[config.mk]
export PLATFORM = sky130hd
export DESIGN_NAME = qmem_rr_arbiter
export DESIGN_NICKNAME = d
export VERILOG_FILES = /design/src/rtl/qmem_pkg.sv /design/src/rtl/qmem_rr_pick.sv /design/src/rtl/qmem_rr_arbiter.sv
export SDC_FILE = /design/constraint.sdc
export NUM_CORES = 1
export LEC_CHECK = 0
export CORE_AREA = 3 3 205 207
export DETAILED_ROUTE_END_ITERATION = 10
export DIE_AREA = 0 0 208 210
export SYNTH_ARGS = -nofsm -noshare
export SYNTH_HDL_FRONTEND = slang
export SYNTH_SLANG_ARGS = --single-unit
[constraint.sdc]
create_clock -name clk -period 1.81 [get_ports clk]
set_input_delay 0.362 -clock clk [delete_from_list [all_inputs] [get_ports clk]]
set_output_delay 0.362 -clock clk [all_outputs]
set_load 0.1 [all_outputs]
[src/rtl/qmem_pkg.sv]
// Shared qmem definitions: arbiter state encoding, default bus widths and
// a small one-hot helper used by the qmem schedulers.
package qmem_pkg;

  localparam int unsigned QM_QAW = 32;
  localparam int unsigned QM_QDW = 32;

  typedef enum logic {
    QM_IDLE = 1'b0,
    QM_BUSY = 1'b1
  } qm_state_e;

  function automatic logic [7:0] qm_onehot(input logic [2:0] idx);
    return 8'b1 << idx;
  endfunction

endpackage

[src/rtl/qmem_rr_pick.sv]
// Rotating priority encoder: returns the first requester after `last`,
// wrapping modulo MN.
module qmem_rr_pick #(
  parameter int unsigned MN = 4
) (
  input  logic [MN-1:0] req,
  input  logic [2:0]    last,
  output logic          valid,
  output logic [2:0]    idx
);

  logic [7:0] req8;

  assign req8 = 8'(req);

  // Walk the ring from farthest to nearest so the nearest requester wins.
  always_comb begin
    valid = 1'b0;
    idx   = 3'd0;
    for (int unsigned k = MN; k >= 1; k--) begin
      if (req8[3'((32'(last) + k) % MN)]) begin
        valid = 1'b1;
        idx   = 3'((32'(last) + k) % MN);
      end
    end
  end

endmodule

[src/rtl/qmem_rr_arbiter.sv]
// Round-robin qmem arbiter with registered grant, per-master lock for atomic
// sequences and a watchdog that ends stalled accesses with an error.
module qmem_rr_arbiter
  import qmem_pkg::*;
#(
  parameter int unsigned QAW = QM_QAW,
  parameter int unsigned QDW = QM_QDW,
  parameter int unsigned QSW = QDW / 8,
  parameter int unsigned MN  = 4,
  parameter int unsigned TOW = 8,
  parameter int unsigned TO  = 200
) (
  input  logic              clk,
  input  logic              rst,
  input  logic [MN-1:0]     qm_cs,
  input  logic [MN-1:0]     qm_we,
  input  logic [MN-1:0]     qm_lock,
  input  logic [MN*QSW-1:0] qm_sel,
  input  logic [MN*QAW-1:0] qm_adr,
  input  logic [MN*QDW-1:0] qm_dat_w,
  output logic [MN*QDW-1:0] qm_dat_r,
  output logic [MN-1:0]     qm_ack,
  output logic [MN-1:0]     qm_err,
  output logic              qs_cs,
  output logic              qs_we,
  output logic [QSW-1:0]    qs_sel,
  output logic [QAW-1:0]    qs_adr,
  output logic [QDW-1:0]    qs_dat_w,
  input  logic [QDW-1:0]    qs_dat_r,
  input  logic              qs_ack,
  input  logic              qs_err,
  output logic [MN-1:0]     ms
);

  localparam logic [TOW-1:0] TO_LAST = TOW'((TO == 0) ? 0 : TO - 1);

  qm_state_e      state_q, state_d;
  logic [2:0]     gnt_q, gnt_d;
  logic [2:0]     last_q, last_d;
  logic [TOW-1:0] tcnt_q, tcnt_d;

  logic       pick_valid;
  logic [2:0] pick_idx;
  logic       busy, cs_g, lock_g, qs_cs_raw, tmo, term;

  qmem_rr_pick #(.MN(MN)) u_pick (
    .req   (qm_cs),
    .last  (last_q),
    .valid (pick_valid),
    .idx   (pick_idx)
  );

  // Request mux from the granted master; master 0 when nothing else matches.
  always_comb begin
    cs_g     = qm_cs[0];
    lock_g   = qm_lock[0];
    qs_we    = qm_we[0];
    qs_sel   = qm_sel[QSW-1:0];
    qs_adr   = qm_adr[QAW-1:0];
    qs_dat_w = qm_dat_w[QDW-1:0];
    for (int unsigned i = 1; i < MN; i++) begin
      if (gnt_q == 3'(i)) begin
        cs_g     = qm_cs[i];
        lock_g   = qm_lock[i];
        qs_we    = qm_we[i];
        qs_sel   = qm_sel[QSW*i +: QSW];
        qs_adr   = qm_adr[QAW*i +: QAW];
        qs_dat_w = qm_dat_w[QDW*i +: QDW];
      end
    end
  end

  // Reset masks the bus immediately so an in-flight access is dropped silently.
  assign busy      = (state_q == QM_BUSY) && !rst;
  assign qs_cs_raw = busy && cs_g;
  assign tmo       = (TO != 0) && (tcnt_q == TO_LAST) && qs_cs_raw && !qs_ack && !qs_err;
  assign term      = busy && (qs_ack || qs_err || tmo);

  assign qs_cs    = qs_cs_raw && !tmo;
  assign ms       = busy ? MN'(qm_onehot(gnt_q)) : '0;
  assign qm_ack   = qs_ack ? ms : '0;
  assign qm_err   = (qs_err || tmo) ? ms : '0;
  assign qm_dat_r = {MN{qs_dat_r}};

  always_comb begin
    state_d = state_q;
    gnt_d   = gnt_q;
    last_d  = last_q;
    tcnt_d  = tcnt_q;
    case (state_q)
      QM_IDLE: begin
        tcnt_d = '0;
        if (pick_valid) begin
          gnt_d   = pick_idx;
          state_d = QM_BUSY;
        end
      end
      QM_BUSY: begin
        if (term) begin
          last_d = gnt_q;
          tcnt_d = '0;
          if (!lock_g) state_d = QM_IDLE;
        end else if (!cs_g && !lock_g) begin
          last_d  = gnt_q;
          state_d = QM_IDLE;
        end else if (qs_cs && (TO != 0)) begin
          tcnt_d = tcnt_q + TOW'(1);
        end
      end
      default: state_d = QM_IDLE;
    endcase
  end

  always_ff @(posedge clk) begin
    if (rst) begin
      state_q <= QM_IDLE;
      gnt_q   <= 3'd0;
      last_q  <= 3'(MN - 1);
      tcnt_q  <= '0;
    end else begin
      state_q <= state_d;
      gnt_q   <= gnt_d;
      last_q  <= last_d;
      tcnt_q  <= tcnt_d;
    end
  end

endmodule

==> results of run 1 <==
==> routing by layer <==
metal	share of wire	vias up
li1	-	1720
met3	0.082	15
met5	0	-
met2	0.48	275
met1	0.43	1943
met4	0.0068	0
==> how the worst min path moves through the flow <==
stage | to | start | cells after the start | slack [ns]
floorplan | tcnt_q[7] | tcnt_q[7] | 2 | 0.48
global placement | tcnt_q[6] | tcnt_q[6] | 2 | 0.52
detailed placement | last_q[0] | last_q[0] | 2 | 0.52
CTS | last_q[0] | last_q[0] | 2 | 0.52
global route | tcnt_q[6] | tcnt_q[6] | 2 | 0.58
finish | last_q[0] | last_q[0] | 2 | 0.52
==> flip-flops by register name, summed over array words and instances (netlist names) <==
name and count:
gnt_q 2, last_q 2, state_q 1, tcnt_q 8
==> synthesized netlist by cell type (2+ instances only) <==
library cell,instances,area [um2]
nand4_1,3,18.8
buf_1,2,7.51
and3_1,3,18.8
nor3b_1,2,15.0
nor3_1,3,15.0
nand2b_1,5,31.3
nor2_1,19,71.3
or3_1,2,12.5
mux2i_1,5,50.1
a21oi_1,3,15.0
inv_1,3,11.3
buf_4,128,961
mux4_2,71,1600
buf_2,9,45.0
xor2_1,5,43.8
and2_1,5,31.3
nand3_1,4,20.0
nor2b_1,4,25.0
and4_1,2,17.5
a211oi_1,2,15.0
o21ai_0,5,25.0
dfxtp_1,13,260
clkbuf_1,9,33.8
==> timing repair <==
item                                    CTS  global route
gates cloned                              7             5
endpoints found under the setup margin   88            93
pin swaps                                11             7
resized for setup                        66            19
setup buffers                            11             9
==> logic make-up after synthesis <==
kind of cell | synth area share
flops | 0.0749
compound gates | 0.0410
buf+inv | 0.305
xor+xnor | 0.0126
simple gates | 0.0889
fa+ha+maj | 0.00360
mux | 0.474
==> worst max-delay path, stage by stage, from the launching register on <==
cell and delay [ns]:
dfxtp_2 0.31, or4b_4 0.55, nor2_4 0.12, a31oi_4 0.13
buf_6 0.16, nor3_4 0.19, buf_12 0.20
==> where the power goes <==
group / leakage [nW] / total (mW) / switching [mW] / internal [mW]
sequential: 0.108 / 0.330 / 0.0231 / 0.307
clock: 0.0409 / 0.426 / 0.131 / 0.295
combinational: 3.08 / 6.11 / 3.42 / 2.69
total: 3.23 / 6.86 / 3.57 / 3.29
==> layout make-up <==
cell class / count / share of cell area
clock buffer: 3 / 0.00839
clock inverter: 1 / 0.000559
inverter: 3 / 0.00126
multi-input combinational: 157 / 0.257
sequential: 13 / 0.0302
tap: 532 / 0.0744
timing repair buffer: 450 / 0.628
==> stage by stage <==
step | power (mW) | setup TNS (ns) | instance area [um2] | setup WS [ns]
after floorplan | 4.87 | -6.94 | 3690 | -0.796
after global placement | 5.95 | -14.42 | 8170 | -0.907
after detailed placement | 5.96 | -14.12 | 8170 | -0.876
after CTS | 6.78 | -27.90 | 8780 | -0.488
after global routing | 7.06 | -27.78 | 8950 | -0.528
final | 6.86 | -23.23 | 8950 | -0.453
==> summary by stage, run 1 <==
Floorplan
The die covers 43700 um2. The core region is 40600 um2. The die span in x is 208 um. The number of rows created at floorplan is 74. The top-level port count is 530. The initial utilization of the core area, before any placement, comes to 0.0857. The floorplan step set the die height to 210 um.

Timing
The count of endpoints failing setup in the final report is 91. Measured against its own limit, the worst slew margin works out to 0.751. The final count of pins violating max slew was 0.

Derived from the worst setup path, the maximum achievable clock frequency is 0.442 GHz. The slew at the pin with the worst max-slew slack is 0.369 ns. The final-report hold violation count is 0.

The smallest clock period supported by the final layout is computed as 2.26 ns. On the final layout, the worst hold slack is 0.518 ns. Setup repair after global routing could not meet its margin everywhere. The clock arrives with 0.000570 ns of skew. The share of the clock period used by the worst path after layout is 1.25.

The worst-case setup margin in the final layout is -0.453 ns.

Cells and area
In the final layout, the multi-input gates occupy 2300 um2. Of the cells placed in the final design, the portion with a size suffix greater than 1 is 0.426. The most common library cell in the layout ignoring fill and taps is clkdlybuf4s50_1. The final layout net count is 949. After filler insertion, the fill cell instance count of the layout stands at 4285. The library cells used most frequently in the layout, excluding fill and tap cells, are clkdlybuf4s50_1, buf_12, mux4_2. Once layout is complete, the utilization of the core stands at 0.221. The area growth from synthesis to final layout is 158%. The count of non-filler cells in the finished layout is 1159. The repair_antennas step left the layout with diodes totalling 0. Summing all flip-flop and latch instances after layout gives 270 um2.

GRT
The via count of the first global-routing pass is 4425. The met1 capacity usage during global routing is 0.128. The global-route wire length before repair is 32100 um. The number of antenna violations at the first check in global routing was 0. The total overflow reported by the global router is 0. For this run, global-route usage on met3 was measured as 0.0293.

The met2 usage in global routing is 0.168. The layer with the highest usage is met2. The maximum number of pins on one net before global-route repair is 22. The global-route usage over all layers is 0.0985.

Clock network
The maximum clock path buffer count is 2. Buffers inserted during clock tree synthesis total 3. The clock network latency to the later pin of the worst-skew pair is 0.24 ns.

The number of sinks handled by clock tree synthesis is 13. The cts-stage hold buffer count is 0. In this run the number of H-tree levels came out at 1. The CTS clock-pin slew for the worst setup and hold paths is 0.05 ns. In this run the clock root is driven by a clkbuf_16. TritonCTS built the clock tree.

Routing
In the routed layout, each cell is associated on average with a via count of 3.41. The average wire per standard cell is 20.3 um. The detailed-routing iteration count for the pre-antenna-repair pass is 4. The first routing iteration left 203 violations. After detailed routing, the total wire length is 23500 um.

The via count is 3953. The number of routed nets with antenna violations is 0. For this run, design rule violations remaining after detail routing come to 0.

Critical path
In this run the critical register-to-register path is captured at tcnt_q[3]. The endpoint arrival time on the critical path is 1.90 ns. Along the worst path, the maximum fanout reaches 2. By startpoint and endpoint, the worst setup path is classified as flip-flop to output pin.

The worst setup path is captured at an output pin. The capture point of the critical path is qm_err[1]. The reg-to-reg startpoint is gnt_q[1].

In this run the register-to-register setup slack is -0.10 ns. The worst reg2reg path depth is 8. Tracing the worst setup path back leads to its startpoint at tcnt_q[4]. The worst setup path is launched from a flip-flop. At the worst endpoint, the required time is 1.45 ns.

Min path
The classification of the worst-slack hold path is flip-flop to flip-flop.

Synthesis
The share of the yosys chip area belonging to registers is 0.0749. In this run, synthesis inferred 0 flip-flops with an integrated enable. For this run, asynchronously set or reset flops after synthesis account for 0. The number of standard cells after synthesis is 321. The most used flip-flop cell after synthesis is dfxtp_1.

Synthesis produced a netlist with a net count of 642. The number of synthesis warnings is 0. The mean instance size in the synthesized netlist is 10.8 um2. The post-synthesis cell type count is 37. Synthesis inferred 13 register bits. In this run the cell area of the synthesized design comes to 3480 um2.

Power
For this design the ratio of total power to cell area is 767 nW/um2. The worst vdd rail ir drop is 0.390 mV. For this design the static power due to leakage is 3.23 nW.

Outcome
The run finished, with violations left. The final reports fail on negative setup slack.

Place
Routability-driven placement finished with a final weighted congestion of 0.827. Including well taps, the total number of placed cells is 1128. Detailed placement finished with a half-perimeter wire length of 18600 um. The count of input and output buffers is 369.

Run
The number of violations of the max-capacitance limit is 0.
(Power assumes the default switching activity.)
==> inputs of run 2 (changes only) <==
--- a/config.mk
+++ b/config.mk
@@ -8,6 +8,8 @@
 export CORE_AREA = 3 3 205 207
 export DETAILED_ROUTE_END_ITERATION = 10
 export DIE_AREA = 0 0 208 210
+export MAX_ROUTING_LAYER = met4
+export SETUP_SLACK_MARGIN = 0.4
 export SYNTH_ARGS = -nofsm -noshare
 export SYNTH_HDL_FRONTEND = slang
 export SYNTH_SLANG_ARGS = --single-unit
==> run 2 against run 1 <==
Count of clock-buffer cells in the layout did not move. Register-to-register slack worse by 0.11 ns. Combinational power is 2% lower. Hold slack lost 0.10 ns. Sequential cell count unchanged. Largest cell class unchanged. Die area did not move. Critical path type unchanged. The run still ends with negative setup slack left.
==> summary by stage, run 2 (synthesized netlist as in run 1, its figures left out) <==
Outcome
The run finished, with violations left. The final reports fail on negative setup slack.

Routing
Summed over all nets, wire length on met2 after detailed routing comes to 12400 um. The average wire per standard cell is 21.2 um. Summed over all nets, wire length on met3 after detailed routing comes to 2520 um. After detailed routing, the wire length on met1 is 9120 um. The top layer used by detailed routing is met4. The count of nets left with antenna violations once routing finished came out at 0. The final wirelength is 24600 um.

For this block, the initial DRC count from the detailed router was 166. The first detailed-routing pass ran for 4 iterations. Summing over every cut layer, the via total after detailed routing is 3934. The detailed-route vias per instance is 3.39. After detailed routing, the number of remaining DRC violations is 0.

Clock network
Clock-pin slew was measured on the worst setup and hold paths at 0.05 ns. The root buffer cell is clkbuf_16. TritonCTS built the clock tree.

CTS built an H-tree with a depth of 1. The maximum clock path buffer count is 2. For this design, the sink count on the clock tree is 13.

Clock tree synthesis inserted a total of 3 buffers. The cts-stage hold buffer count is 0. The clock network latency to the later pin of the worst-skew pair is 0.25 ns.

Critical path
The worst reg2reg path depth is 7. The endpoint arrival time on the critical path is 1.87 ns. The reg-to-reg critical path endpoint is last_q[0].

The most critical setup path has its startpoint at tcnt_q[4]. The critical path crosses 6 cells after its start point. Traced cell by cell, the critical path runs through or4b_4, nor2_4, a31oi_4, buf_6, nor3_4, buf_12.

STA classifies the critical path startpoint as a flip-flop. In this design, the largest share of critical-path delay is due to simple AND/OR/NAND/NOR gates. The reg-to-reg startpoint is gnt_q[1].

The worst register-to-register path has a setup slack of -0.21 ns. Data on the critical path is required at its endpoint by 1.45 ns. Along the worst path, the maximum fanout reaches 4. For this run, the slowest stage of the critical path takes 0.56 ns. The capture point of the critical path is qm_err[1]. Among all stages on the critical path, the largest delay is contributed by or4b_4. The buffering stage count on the worst path with inverters included is 2.

The sort of element at the end of the critical path is an output pin. The path type of the worst setup path is flip-flop to output pin.

Power
The cell area power density is 758 nW/um2. For this design the static power due to leakage is 3.16 nW. The worst vdd rail ir drop is 0.243 mV.

Timing
The smallest clock period supported by the final layout is computed as 2.23 ns. The maximum clock frequency is 0.448 GHz. The count of endpoints failing setup in the final report is 93. Setup repair after global routing could not meet its margin everywhere.

The worst clock skew on the final layout is 0.00724 ns. The final count of pins violating max slew is 0. The worst slew margin relative to its limit is 0.778. The final-report hold violation count was 0. The worst-case setup margin in the final layout is -0.420 ns.

The setup TNS is -28.32 ns. In the finished design, the share of the clock period the worst path needs comes to 1.23. For the pin with the worst max-slew slack, the measured transition is 0.333 ns.

Min path
Along the worst hold path, the cell count comes to 3. The worst hold path belongs to the class primary input to flip-flop.

Cells and area
Compared with the post-synthesis result, the final layout area differs by 155%. The library cell used most frequently in the layout, excluding fill and tap cells, is clkdlybuf4s50_1. The multi-input combinational cells in the finished layout cover a total of 2360 um2.

The final core utilization is 0.219. The filler cell count is 4314. The ratio of cells with drive above 1 in the final layout is 0.438. In the final layout, the registers with the most flip-flops are tcnt_q: 8 flops, gnt_q: 2 flops, last_q: 2 flops. The library cells used most frequently in the layout, excluding fill and tap cells, are clkdlybuf4s50_1, buf_12, mux4_2. Ranked by flip-flop count, first place goes to tcnt_q. The cell area after layout is 8870 um2.

Registers take 273 um2. In the final design database the tool counted 945 nets. The flip-flop count of the largest register, all copies and words added is 8.

GRT
The total overflow reported by the global router is 0. In the global route stage, overall resource usage came out at 0.108. The first global-routing pass estimated 33400 um of wire.

The via count of the first global-routing pass is 4328. The number of antenna violations at the first check in global routing was 6. The maximum number of pins on one net before global-route repair is 37.

Floorplan
The effective utilization at floorplan is 0.0857. The die covers 43700 um2. The die is 210 um tall. The area of the core is 40600 um2.

The die span in x is 208 um. 530 I/O pins were placed. The initialized floorplan defines 74 standard-cell rows.

Place
Routability-driven placement finished with a final weighted congestion of 0.875. Once detailed placement completed, the half-perimeter wirelength came to 20600 um. In this run the tool buffered the top-level ports with 369 buffer cells. After detailed placement, the total cell area comes to 8190 um2.

Run
The tool flagged a number of max-cap violations equal to 0.
-- run 2: how the worst min path moves through the flow --
stage	from	endpoint	slack [ns]
global route	rst	state_q	0.42
CTS	rst	state_q	0.41
floorplan	tcnt_q[4]	tcnt_q[4]	0.49
detailed placement	last_q[0]	last_q[0]	0.53
global placement	tcnt_q[7]	tcnt_q[7]	0.51
finish	rst	state_q	0.42
-- run 2: per-stage QoR --
step                      hold slack (ns)  setup slack [ns]  total power [mW]  instances
after floorplan                     0.488            -0.796              4.92        321
after CTS                           0.414            -0.435              6.72       1151
after detailed placement            0.534            -0.767              6.02       1129
after global routing                0.418            -0.469              6.91       1161
after global placement              0.510            -0.724              6.01       1129
final                               0.416            -0.420              6.72       1161
-- run 2: repair_timing --
item,CTS,global route
endpoints found under the hold margin,0,0
setup endpoints to repair,95,95
setup buffers,14,3
gates resized for setup,64,21
cloned,4,1
pin swaps,19,8
-- run 2: power breakdown --
group	internal, mW	switching (mW)
sequential	0.308	0.0270
combinational	2.56	3.40
clock	0.294	0.129
-- run 2: tightest hold or removal path, stage by stage --
cell and delay [ns]:
buf_2 0.11, buf_4 0.12, a211oi_2 0.03
-- run 2: area by class of cell --
| cell class | count | share of cell area |
|---|---|---|
| Antenna cell | 6 | 0.00169 |
| Timing Repair Buffer | 446 | 0.615 |
| Tap cell | 532 | 0.0751 |
| Sequential cell | 13 | 0.0308 |
| Multi-Input combinational cell | 157 | 0.267 |
| Clock buffer | 3 | 0.00847 |
| Clock inverter | 1 | 0.000564 |
| Inverter | 3 | 0.00127 |
-- run 2: per-layer routing --
metal	GRT usage	vias to the layer above
met3	0.0521	21
met5	-	-
met1	0.118	1921
li1	-	1711
met2	0.179	281
met4	0.0281	0
